**src/rtl/uart_runner.sv**
```systemverilog
// rtl/uart_runner.sv - UART 8N1 byte echo: receive on rx_i, retransmit each good byte on tx_o
//
// Purpose
//   Deserialises 8N1 frames arriving on rx_i. Each byte with a good stop bit is
//   strobed out on rx_valid_o/rx_data_o and queued for retransmission on tx_o.
//
// Optional feature macro: UART_ECHO_FIFO_EN
//   undefined : the echo path is one holding register plus a full flag.
//   defined   : the echo path is a FIFO_DEPTH-entry circular FIFO.
//
// Ports
//   clk_i        system clock; all logic is on the rising edge
//   rst_ni       asynchronous reset, active low
//   rx_i         UART serial input, idles high, asynchronous to clk_i
//   tx_o         UART serial output, idles high
//   rx_valid_o   one-cycle pulse when a frame with a good stop bit completes
//   rx_data_o    last good byte, held until the next rx_valid_o pulse
//   frame_err_o  one-cycle pulse when the stop bit samples low
//   overflow_o   one-cycle pulse when a good byte is dropped (echo path full)
//   tx_busy_o    high from the start bit through the end of the stop bit
module uart_runner #(
    parameter int CLKS_PER_BIT = 280,
    parameter int FIFO_DEPTH   = 4
) (
    input  logic       clk_i,
    input  logic       rst_ni,
    input  logic       rx_i,
    output logic       tx_o,
    output logic       rx_valid_o,
    output logic [7:0] rx_data_o,
    output logic       frame_err_o,
    output logic       overflow_o,
    output logic       tx_busy_o
);

    localparam int               CNT_W    = $clog2(CLKS_PER_BIT);
    localparam logic [CNT_W-1:0] BIT_END  = CNT_W'(CLKS_PER_BIT - 1);
    localparam logic [CNT_W-1:0] HALF_END = CNT_W'(CLKS_PER_BIT / 2 - 1);

    if (CLKS_PER_BIT < 4 || FIFO_DEPTH < 1) begin : g_bad_param
        $error("uart_runner: CLKS_PER_BIT must be >= 4 and FIFO_DEPTH >= 1");
    end

    // ------------------------------------------------------------------
    // RX input synchroniser; idle level is high so both flops reset to 1.
    // ------------------------------------------------------------------
    logic rx_meta_q;
    logic rx_sync_q;

    always_ff @(posedge clk_i or negedge rst_ni) begin
        if (!rst_ni) begin
            rx_meta_q <= 1'b1;
            rx_sync_q <= 1'b1;
        end else begin
            rx_meta_q <= rx_i;
            rx_sync_q <= rx_meta_q;
        end
    end

    // ------------------------------------------------------------------
    // RX FSM
    // ------------------------------------------------------------------
    typedef enum logic [1:0] {RX_IDLE, RX_START, RX_DATA, RX_STOP} rx_state_e;

    rx_state_e        rx_state_q;
    logic [CNT_W-1:0] rx_cnt_q;
    logic [2:0]       rx_bit_q;
    logic [7:0]       rx_shift_q;
    logic [7:0]       rx_data_q;
    logic             rx_valid_q;
    logic             frame_err_q;

    always_ff @(posedge clk_i or negedge rst_ni) begin
        if (!rst_ni) begin
            rx_state_q  <= RX_IDLE;
            rx_cnt_q    <= '0;
            rx_bit_q    <= '0;
            rx_shift_q  <= '0;
            rx_data_q   <= '0;
            rx_valid_q  <= 1'b0;
            frame_err_q <= 1'b0;
        end else begin
            rx_valid_q  <= 1'b0;
            frame_err_q <= 1'b0;
            case (rx_state_q)
                RX_IDLE: begin
                    if (!rx_sync_q) begin
                        rx_state_q <= RX_START;
                        rx_cnt_q   <= '0;
                    end
                end
                RX_START: begin
                    // Half a bit in: a high line here means the start edge was a glitch.
                    if (rx_cnt_q == HALF_END) begin
                        rx_cnt_q   <= '0;
                        rx_bit_q   <= '0;
                        rx_state_q <= rx_sync_q ? RX_IDLE : RX_DATA;
                    end else begin
                        rx_cnt_q <= rx_cnt_q + 1'b1;
                    end
                end
                RX_DATA: begin
                    if (rx_cnt_q == BIT_END) begin
                        rx_cnt_q   <= '0;
                        rx_shift_q <= {rx_sync_q, rx_shift_q[7:1]};
                        if (rx_bit_q == 3'd7) begin
                            rx_state_q <= RX_STOP;
                        end else begin
                            rx_bit_q <= rx_bit_q + 1'b1;
                        end
                    end else begin
                        rx_cnt_q <= rx_cnt_q + 1'b1;
                    end
                end
                RX_STOP: begin
                    if (rx_cnt_q == BIT_END) begin
                        rx_cnt_q   <= '0;
                        rx_state_q <= RX_IDLE;
                        if (rx_sync_q) begin
                            rx_valid_q <= 1'b1;
                            rx_data_q  <= rx_shift_q;
                        end else begin
                            frame_err_q <= 1'b1;
                        end
                    end else begin
                        rx_cnt_q <= rx_cnt_q + 1'b1;
                    end
                end
                default: rx_state_q <= RX_IDLE;
            endcase
        end
    end

    // ------------------------------------------------------------------
    // Echo buffer. Written from the registered rx_valid/rx_data, so a byte
    // reaches TX one clock after the strobe and tx_o falls one clock later.
    // ------------------------------------------------------------------
    typedef enum logic [1:0] {TX_IDLE, TX_START, TX_DATA, TX_STOP} tx_state_e;

    tx_state_e        tx_state_q;
    logic [CNT_W-1:0] tx_cnt_q;
    logic             wr_en;
    logic             rd_en;
    logic             buf_empty;
    logic             buf_full;
    logic [7:0]       rd_data;
    logic             tx_ready;
    logic             overflow_d;
    logic             overflow_q;

    // TX takes a byte when idle, or on the last stop-bit cycle so frames can abut.
    assign tx_ready   = (tx_state_q == TX_IDLE) ||
                        ((tx_state_q == TX_STOP) && (tx_cnt_q == BIT_END));
    assign wr_en      = rx_valid_q;
    assign rd_en      = tx_ready && !buf_empty;
    // A same-cycle read frees the slot, so only an unread full buffer drops.
    assign overflow_d = wr_en && buf_full && !rd_en;

`ifdef UART_ECHO_FIFO_EN
    localparam int AW = $clog2(FIFO_DEPTH);

    logic [7:0]  mem_q [FIFO_DEPTH];
    logic [AW:0] wptr_q;
    logic [AW:0] rptr_q;

    // Extra pointer MSB distinguishes full (MSBs differ) from empty (equal).
    assign buf_empty = (wptr_q == rptr_q);
    assign buf_full  = (wptr_q[AW] != rptr_q[AW]) && (wptr_q[AW-1:0] == rptr_q[AW-1:0]);
    assign rd_data   = mem_q[rptr_q[AW-1:0]];

    always_ff @(posedge clk_i or negedge rst_ni) begin
        if (!rst_ni) begin
            wptr_q <= '0;
            rptr_q <= '0;
            for (int i = 0; i < FIFO_DEPTH; i++) begin
                mem_q[i] <= '0;
            end
        end else begin
            if (wr_en && !overflow_d) begin
                mem_q[wptr_q[AW-1:0]] <= rx_data_q;
                wptr_q                <= wptr_q + 1'b1;
            end
            if (rd_en) begin
                rptr_q <= rptr_q + 1'b1;
            end
        end
    end
`else
    logic [7:0] hold_q;
    logic       hold_full_q;

    assign buf_empty = !hold_full_q;
    assign buf_full  = hold_full_q;
    assign rd_data   = hold_q;

    always_ff @(posedge clk_i or negedge rst_ni) begin
        if (!rst_ni) begin
            hold_q      <= '0;
            hold_full_q <= 1'b0;
        end else if (wr_en && !overflow_d) begin
            hold_q      <= rx_data_q;
            hold_full_q <= 1'b1;
        end else if (rd_en) begin
            hold_full_q <= 1'b0;
        end
    end
`endif

    always_ff @(posedge clk_i or negedge rst_ni) begin
        if (!rst_ni) begin
            overflow_q <= 1'b0;
        end else begin
            overflow_q <= overflow_d;
        end
    end

    // ------------------------------------------------------------------
    // TX FSM: frame is 0, d[0]..d[7], 1, each bit CLKS_PER_BIT cycles.
    // ------------------------------------------------------------------
    logic [2:0] tx_bit_q;
    logic [7:0] tx_shift_q;
    logic       tx_q;
    logic       tx_busy_q;

    always_ff @(posedge clk_i or negedge rst_ni) begin
        if (!rst_ni) begin
            tx_state_q <= TX_IDLE;
            tx_cnt_q   <= '0;
            tx_bit_q   <= '0;
            tx_shift_q <= '0;
            tx_q       <= 1'b1;
            tx_busy_q  <= 1'b0;
        end else if (rd_en) begin
            tx_state_q <= TX_START;
            tx_cnt_q   <= '0;
            tx_shift_q <= rd_data;
            tx_q       <= 1'b0;
            tx_busy_q  <= 1'b1;
        end else begin
            case (tx_state_q)
                TX_IDLE: begin
                    tx_q      <= 1'b1;
                    tx_busy_q <= 1'b0;
                end
                TX_START: begin
                    if (tx_cnt_q == BIT_END) begin
                        tx_cnt_q   <= '0;
                        tx_bit_q   <= '0;
                        tx_q       <= tx_shift_q[0];
                        tx_shift_q <= {1'b0, tx_shift_q[7:1]};
                        tx_state_q <= TX_DATA;
                    end else begin
                        tx_cnt_q <= tx_cnt_q + 1'b1;
                    end
                end
                TX_DATA: begin
                    if (tx_cnt_q == BIT_END) begin
                        tx_cnt_q <= '0;
                        if (tx_bit_q == 3'd7) begin
                            tx_q       <= 1'b1;
                            tx_state_q <= TX_STOP;
                        end else begin
                            tx_bit_q   <= tx_bit_q + 1'b1;
                            tx_q       <= tx_shift_q[0];
                            tx_shift_q <= {1'b0, tx_shift_q[7:1]};
                        end
                    end else begin
                        tx_cnt_q <= tx_cnt_q + 1'b1;
                    end
                end
                TX_STOP: begin
                    // The back-to-back case is taken by the rd_en branch above.
                    if (tx_cnt_q == BIT_END) begin
                        tx_cnt_q   <= '0;
                        tx_busy_q  <= 1'b0;
                        tx_state_q <= TX_IDLE;
                    end else begin
                        tx_cnt_q <= tx_cnt_q + 1'b1;
                    end
                end
                default: tx_state_q <= TX_IDLE;
            endcase
        end
    end

    assign tx_o        = tx_q;
    assign tx_busy_o   = tx_busy_q;
    assign rx_valid_o  = rx_valid_q;
    assign rx_data_o   = rx_data_q;
    assign frame_err_o = frame_err_q;
    assign overflow_o  = overflow_q;

endmodule

```
**config.mk**
```make
export PLATFORM = sky130hd
export DESIGN_NAME = uart_runner
export DESIGN_NICKNAME = d
export VERILOG_FILES = /design/src/rtl/uart_runner.sv
export SDC_FILE = /design/constraint.sdc
export NUM_CORES = 1
export LEC_CHECK = 0
export BUFFER_PORTS_ARGS = -buffer_cell sky130_fd_sc_hd__buf_2
export CAP_MARGIN = 5
export CORE_MARGIN = 4
export CORE_UTILIZATION = 50
export CTS_CLUSTER_SIZE = 28
export DETAILED_ROUTE_END_ITERATION = 12
export GPL_ROUTABILITY_DRIVEN = 0
export PLACE_DENSITY_LB_ADDON = 0.1
export SLEW_MARGIN = 20
export SYNTH_ARGS = -nofsm -noshare
export SYNTH_HDL_FRONTEND = slang
export SYNTH_SLANG_ARGS = --single-unit
```
**constraint.sdc**
```tcl
create_clock -name clk_i -period 3.2 [get_ports clk_i]
set_clock_uncertainty 0.05 [all_clocks]
set_input_delay 0.16 -clock clk_i [delete_from_list [all_inputs] [get_ports clk_i]]
set_output_delay 0.16 -clock clk_i [all_outputs]
set_load 0.05 [all_outputs]
```
After elaboration in Yosys (flattened, before gate mapping)
Cells that the tools add are included.
- bits in registers: 68
- input bits: 3
- word-level logic and storage cells: 126
- add/subtract/negate cells: 4
- equal/unequal tests: 25
- muxes and demuxes: 49
- bitwise operators: 1
- reduce and logical (&&, ||, !) cells: 29
- operators by type and width (kind ; number):
    2-to-1 mux 9 bit ; 6
    2-to-1 mux 8 bit ; 4
    case mux 9 bit (3 select lines) ; 1
    2-to-1 mux 2 bit ; 11
    adder 9 x 1 -> 9 bit (second input constant) ; 2
    equality test 9 bit (second input constant) ; 2
    2-to-1 mux 3 bit ; 6
    inequality test 2 bit (second input constant) ; 9
    case mux 8 bit (2 select lines) ; 1
    AND reduction 5 bit ; 3
    2-to-1 mux 1 bit ; 14
    inequality test 3 bit (second input constant) ; 4
    case mux 3 bit (2 select lines) ; 2
    equality test 9 x 8 -> 1 bit (second input constant) ; 1
    equality test 2 bit (second input constant) ; 4
    case mux 2 bit (4 select lines) ; 1
    AND reduction 4 bit ; 2
    nonzero test 2 bit ; 4
    nonzero test 4 bit ; 2
    adder 3 x 1 -> 3 bit (second input constant) ; 2
    equality test 3 bit (second input constant) ; 2
    case mux 2 bit (3 select lines) ; 1
    AND reduction 3 bit ; 2
    nonzero test 3 bit ; 2
    12 further kinds ; 20

Longest topological paths before layout
- depth in word-level cells: 9
- depth in mapped cells: 7
- depth with buffers taken out: 6

Worst setup path before layout
Ideal clock, no wire load.
- path kind: register to register
- start point: reg tx_state_q[0]
- end point: reg tx_shift_q[0]
- library setup time: 0.126 ns
- arrival: 1.842 ns
- required time: 3.024 ns
- path slack: 1.182 ns
- cell stages (with the launch flop): 8
- period minus slack after synthesis: 2.018 ns
- path through: dfrtp_1 > inv_1 > ha_1 > clkbuf_1 > mux2_2 > and3b_1 > clkbuf_1 > a221o_1
- word-level cells in the longest chain between the ends: 6
- elaborated cells on any way between the ends: 14
- classes of those cells: eq/ne (6); mux (2); reduce/logical (6)
- RTL lines (element ; line ; RTL):
    from (decl) ; 140 ; tx_state_e tx_state_q;
    from (signal assigned) ; 227 ; tx_state_q <= TX_IDLE;
    from (signal assigned) ; 234 ; tx_state_q <= TX_START;
    from (signal assigned) ; 251 ; tx_state_q <= TX_DATA;
    equality test 2 bit ; 153 ; ((tx_state_q == TX_STOP) && (tx_cnt_q == BIT_END));
    logical AND 1 bit ; 153 ;
    logical OR 1 bit ; 152 ; assign tx_ready = (tx_state_q == TX_IDLE) ||
    logical AND 1 bit ; 155 ; assign rd_en = tx_ready && !buf_empty;
    inequality test 3 bit (no line) or nonzero test 3 bit (tied branches) ; -- ;
    AND reduction 4 bit (no line) ; -- ;
    to (signal assigned) ; 236 ; tx_shift_q <= rd_data;
    to (signal assigned) ; 250 ; tx_shift_q <= {1'b0, tx_shift_q[7:1]};
    to (signal assigned) ; 265 ; tx_shift_q <= {1'b0, tx_shift_q[7:1]};
    to (decl) ; 221 ; logic [7:0] tx_shift_q;
Parallel ways exist; a longest one is shown, timed or not.
A chain may end at the register's enable or synchronous reset.

Worst setup path in the final report
- start point: reg rx_cnt_q[0]
- end point: reg rx_data_q[1], in the netlist rx_data_o[1]
- word-level cells in the longest chain between the ends: 2
- RTL lines (element ; line ; RTL):
    from (decl) ; 66 ; logic [CNT_W-1:0] rx_cnt_q;
    from (signal assigned) ; 99 ; rx_cnt_q <= rx_cnt_q + 1'b1;
    from (signal assigned) ; 112 ; rx_cnt_q <= rx_cnt_q + 1'b1;
    from (signal assigned) ; 126 ; rx_cnt_q <= rx_cnt_q + 1'b1;
    equality test 9 bit ; 116 ; if (rx_cnt_q == BIT_END) begin
    AND reduction 3 bit (no line) ; -- ;
    to (signal assigned) ; 121 ; rx_data_q <= rx_shift_q;
    to (decl) ; 69 ; logic [7:0] rx_data_q;
Every way passes these cells.

==> flow_summary.toml <==
[clock_network]
ctsHtreeMaxLevel = 3
cts_buffer_depth = 2
clkTransAtPathRegs_ns = 0.08
cts_resized = 0
cts_tree = "yes"
cts_root_buf = "clkbuf_8"
cts_buffers = 9
clock_latency_ns = 0.35
cts.sinks = 68

[die]
core_area_um2 = 6422
row_count = 29
die_w_um = 89.83
initial_utilization = 0.5213
die-area_um2 = 8069
die_h_um = 89.83
io_pins = 16

[worst_setup_path]
ff2ff_path_depth = 5
worstReg2RegStart = "rx_cnt_q[0]"
path_max_fanout = 9
crit_path_end_kind = "flop"
required_ns = 3.39
start_kind = "flop"
path_class = "flop to flop"
r2r-end = "rx_data_o[1]"
r2r_slack_ns = 0.88
cp.arrival_ns = 2.51

[power]
power_mw = 1.629
powerDensity_nw_per_um2 = 435.9
leakage_nw = 1.776
irDropWorstVdd_mv = 0.2642

[sta]
period_minus_slack_ns = 2.318
maxSlewViolCount = 0
grt_setup_unrepaired = "false"
finalHoldViolations = 0
fmax_mhz = 431.3
worstMarginPinSlew_ns = 0.8358
setup_viol = 0
max_slew_margin = 0.4428
setup_tns_ns = 0
setup_slack_ns = 0.8816
fin_crit_sh = 0.7245

[grt]
grt_pass1_vias = 2408
grt_pass1_wl_mm = 11.61
grt_antenna_before_repair = 0
grt_usage = 0.1735
grt_max_degree = 69
overflow = 0

[placement]
port_buffers = 15
dp_hpwl_mm = 4.311
pre_cts_slack_ns = 0.8614

[routing]
first_iter_violations = 85
final_antenna_net_count = 0
routed_wl_mm = 6.346
first_pass_iters = 4
num_vias = 2436
drc = 0
viasPerCell = 5.856
wl_per_cell_um = 15.25

[finish]
drive_gt1_frac = 0.2035
fin_nets = 349
area_growth_pct = 11.58
multiInputGateArea_um2 = 1545
regArea_um2 = 1705
n_fill_cell = 546
antennaDiodeCount = 0
final_core_util = 0.5817

[logic_synthesis]
yosysWarningCount = 0
seq_area_frac_synth = 0.5093
async_reset_ff_frac = 1.000
synth_seq_cells = 68
syn_area_um2 = 3348
synth_ff_type = "dfrtp_1"
syn_area_per_cell_um2 = 10.73
syn_nets = 327
synth_cell_type_count = 54
synth_edf_count = 0
synthCells = 312

[status]
outcome = "finished, final reports clean"

[min_path]
min_from = "rx_meta_q"
hp-class = "flop to flop"
whs_endpoint = "rx_sync_q"
hold_path_depth = 0

[flow_run]
drv_cap = 0
==> cells in the final DEF (no fill, tap or decap), types with 7 or more instances in the layout <==
cell type / n
nand2_1: 27
nand3_1: 23
ha_1: 12
a21oi_1: 9
nor3_1: 7
nor2_1: 11
mux2_2: 25
a221o_1: 7
clkbuf_8: 10
inv_1: 15
buf_2: 15
o21ai_0: 15
and2_1: 8
dfrtp_1: 65
==> flip-flops by register name, indices dropped and copies added (netlist names), named ones only <==
name and count:
rx_cnt_q 9, tx_cnt_q 9, hold_q 8, rx_data_o 8, rx_shift_q 8, tx_shift_q 8
rx_bit_q 3, tx_bit_q 3, tx_state_q 2, buf_full 1, frame_err_o 1, overflow_o 1
rx_meta_q 1, rx_state_q 1, rx_sync_q 1, rx_valid_o 1, tx_busy_o 1, tx_o 1
==> report_power, final <==
group	leakage, nW	switching [mW]	internal, mW	total [mW]
clock	0.108	0.357	0.390	0.747
sequential	0.925	0.00138	0.861	0.862
combinational	0.743	0.0162	0.00342	0.0196
==> logic make-up after synthesis <==
kind of cell	synth area share
buffers and inverters	0.02915
adders and majority gates	0.04484
DFF	0.5093
muxes	0.08707
AOI/OAI and AO/OA	0.1416
xor gates and xnor gates	0.005233
and+or+nand+nor	0.1827
==> repair_timing <==
action                    4_1_cts  5_1_grt
hold buffers                    2        0
setup buffers                   0        0
hold endpoints to repair       52        0
==> critical path, cell delays in order, from the launching register on <==
cell and delay [ns]:
dfrtp_1 0.41, ha_1 0.26, nor3b_2 0.44, and3_1 0.25, nand4_1 0.38, mux2_2 0.42
==> final cells by class <==
type                    instances  area share
well taps                      77     0.02579
multi-input cells             219      0.4136
clock buffers                  10     0.03684
clock inverters                 6     0.01875
repair buffers                 21     0.03349
flip-flops and latches         68      0.4565
inverters                      15     0.01507
==> per-stage QoR <==
stage / instance area, um^2 / std cells / hold WS, ns
after global placement: 3508 / 398 / 0.2162
after floorplan: 3348 / 312 / -0.1856
after CTS: 3736 / 416 / 0.3062
after global routing: 3736 / 416 / 0.3111
after detailed placement: 3508 / 398 / 0.2164
final: 3736 / 416 / 0.3063
==> Yosys cell counts (7+ instances only) <==
library cell  instances  share of area
ha_1                 12          0.045
clkbuf_1              7         0.0078
a221o_1               7          0.021
a21oi_1               9          0.013
and2_1                8          0.015
dfrtp_1              65           0.49
o21ai_0              15          0.022
mux2_2               25          0.084
nor2_1               11          0.012
nand2_1              27          0.030
inv_1                15          0.017
nor3_1                7          0.010
nand3_1              23          0.034
==> layer usage <==
metal / global-route usage / vias to the layer above / wire (um)
li1: - / 1194 / -
met1: 0.2429 / 1199 / 3096
met2: 0.2581 / 32 / 2978
met3: 0.03589 / 11 / 166
met4: 0.08301 / 0 / 105
met5: 0 / - / 0
==> worst max path at each step <==
| stage | startpoint | end | slack (ns) | cells after the start |
|---|---|---|---|---|
| detailed placement | rx_cnt_q[0] | rx_data_o[1] | 0.86 | 5 |
| finish | rx_cnt_q[0] | rx_data_o[1] | 0.88 | 5 |
| global placement | rx_cnt_q[0] | rx_data_o[5] | 0.93 | 5 |
| CTS | rx_cnt_q[0] | rx_data_o[1] | 0.87 | 5 |
| global route | rx_cnt_q[1] | rx_data_o[6] | 0.66 | 5 |
| floorplan | tx_state_q[0] | tx_shift_q[0] | 1.18 | 7 |
Note: power is estimated with default switching activity, not from simulation.
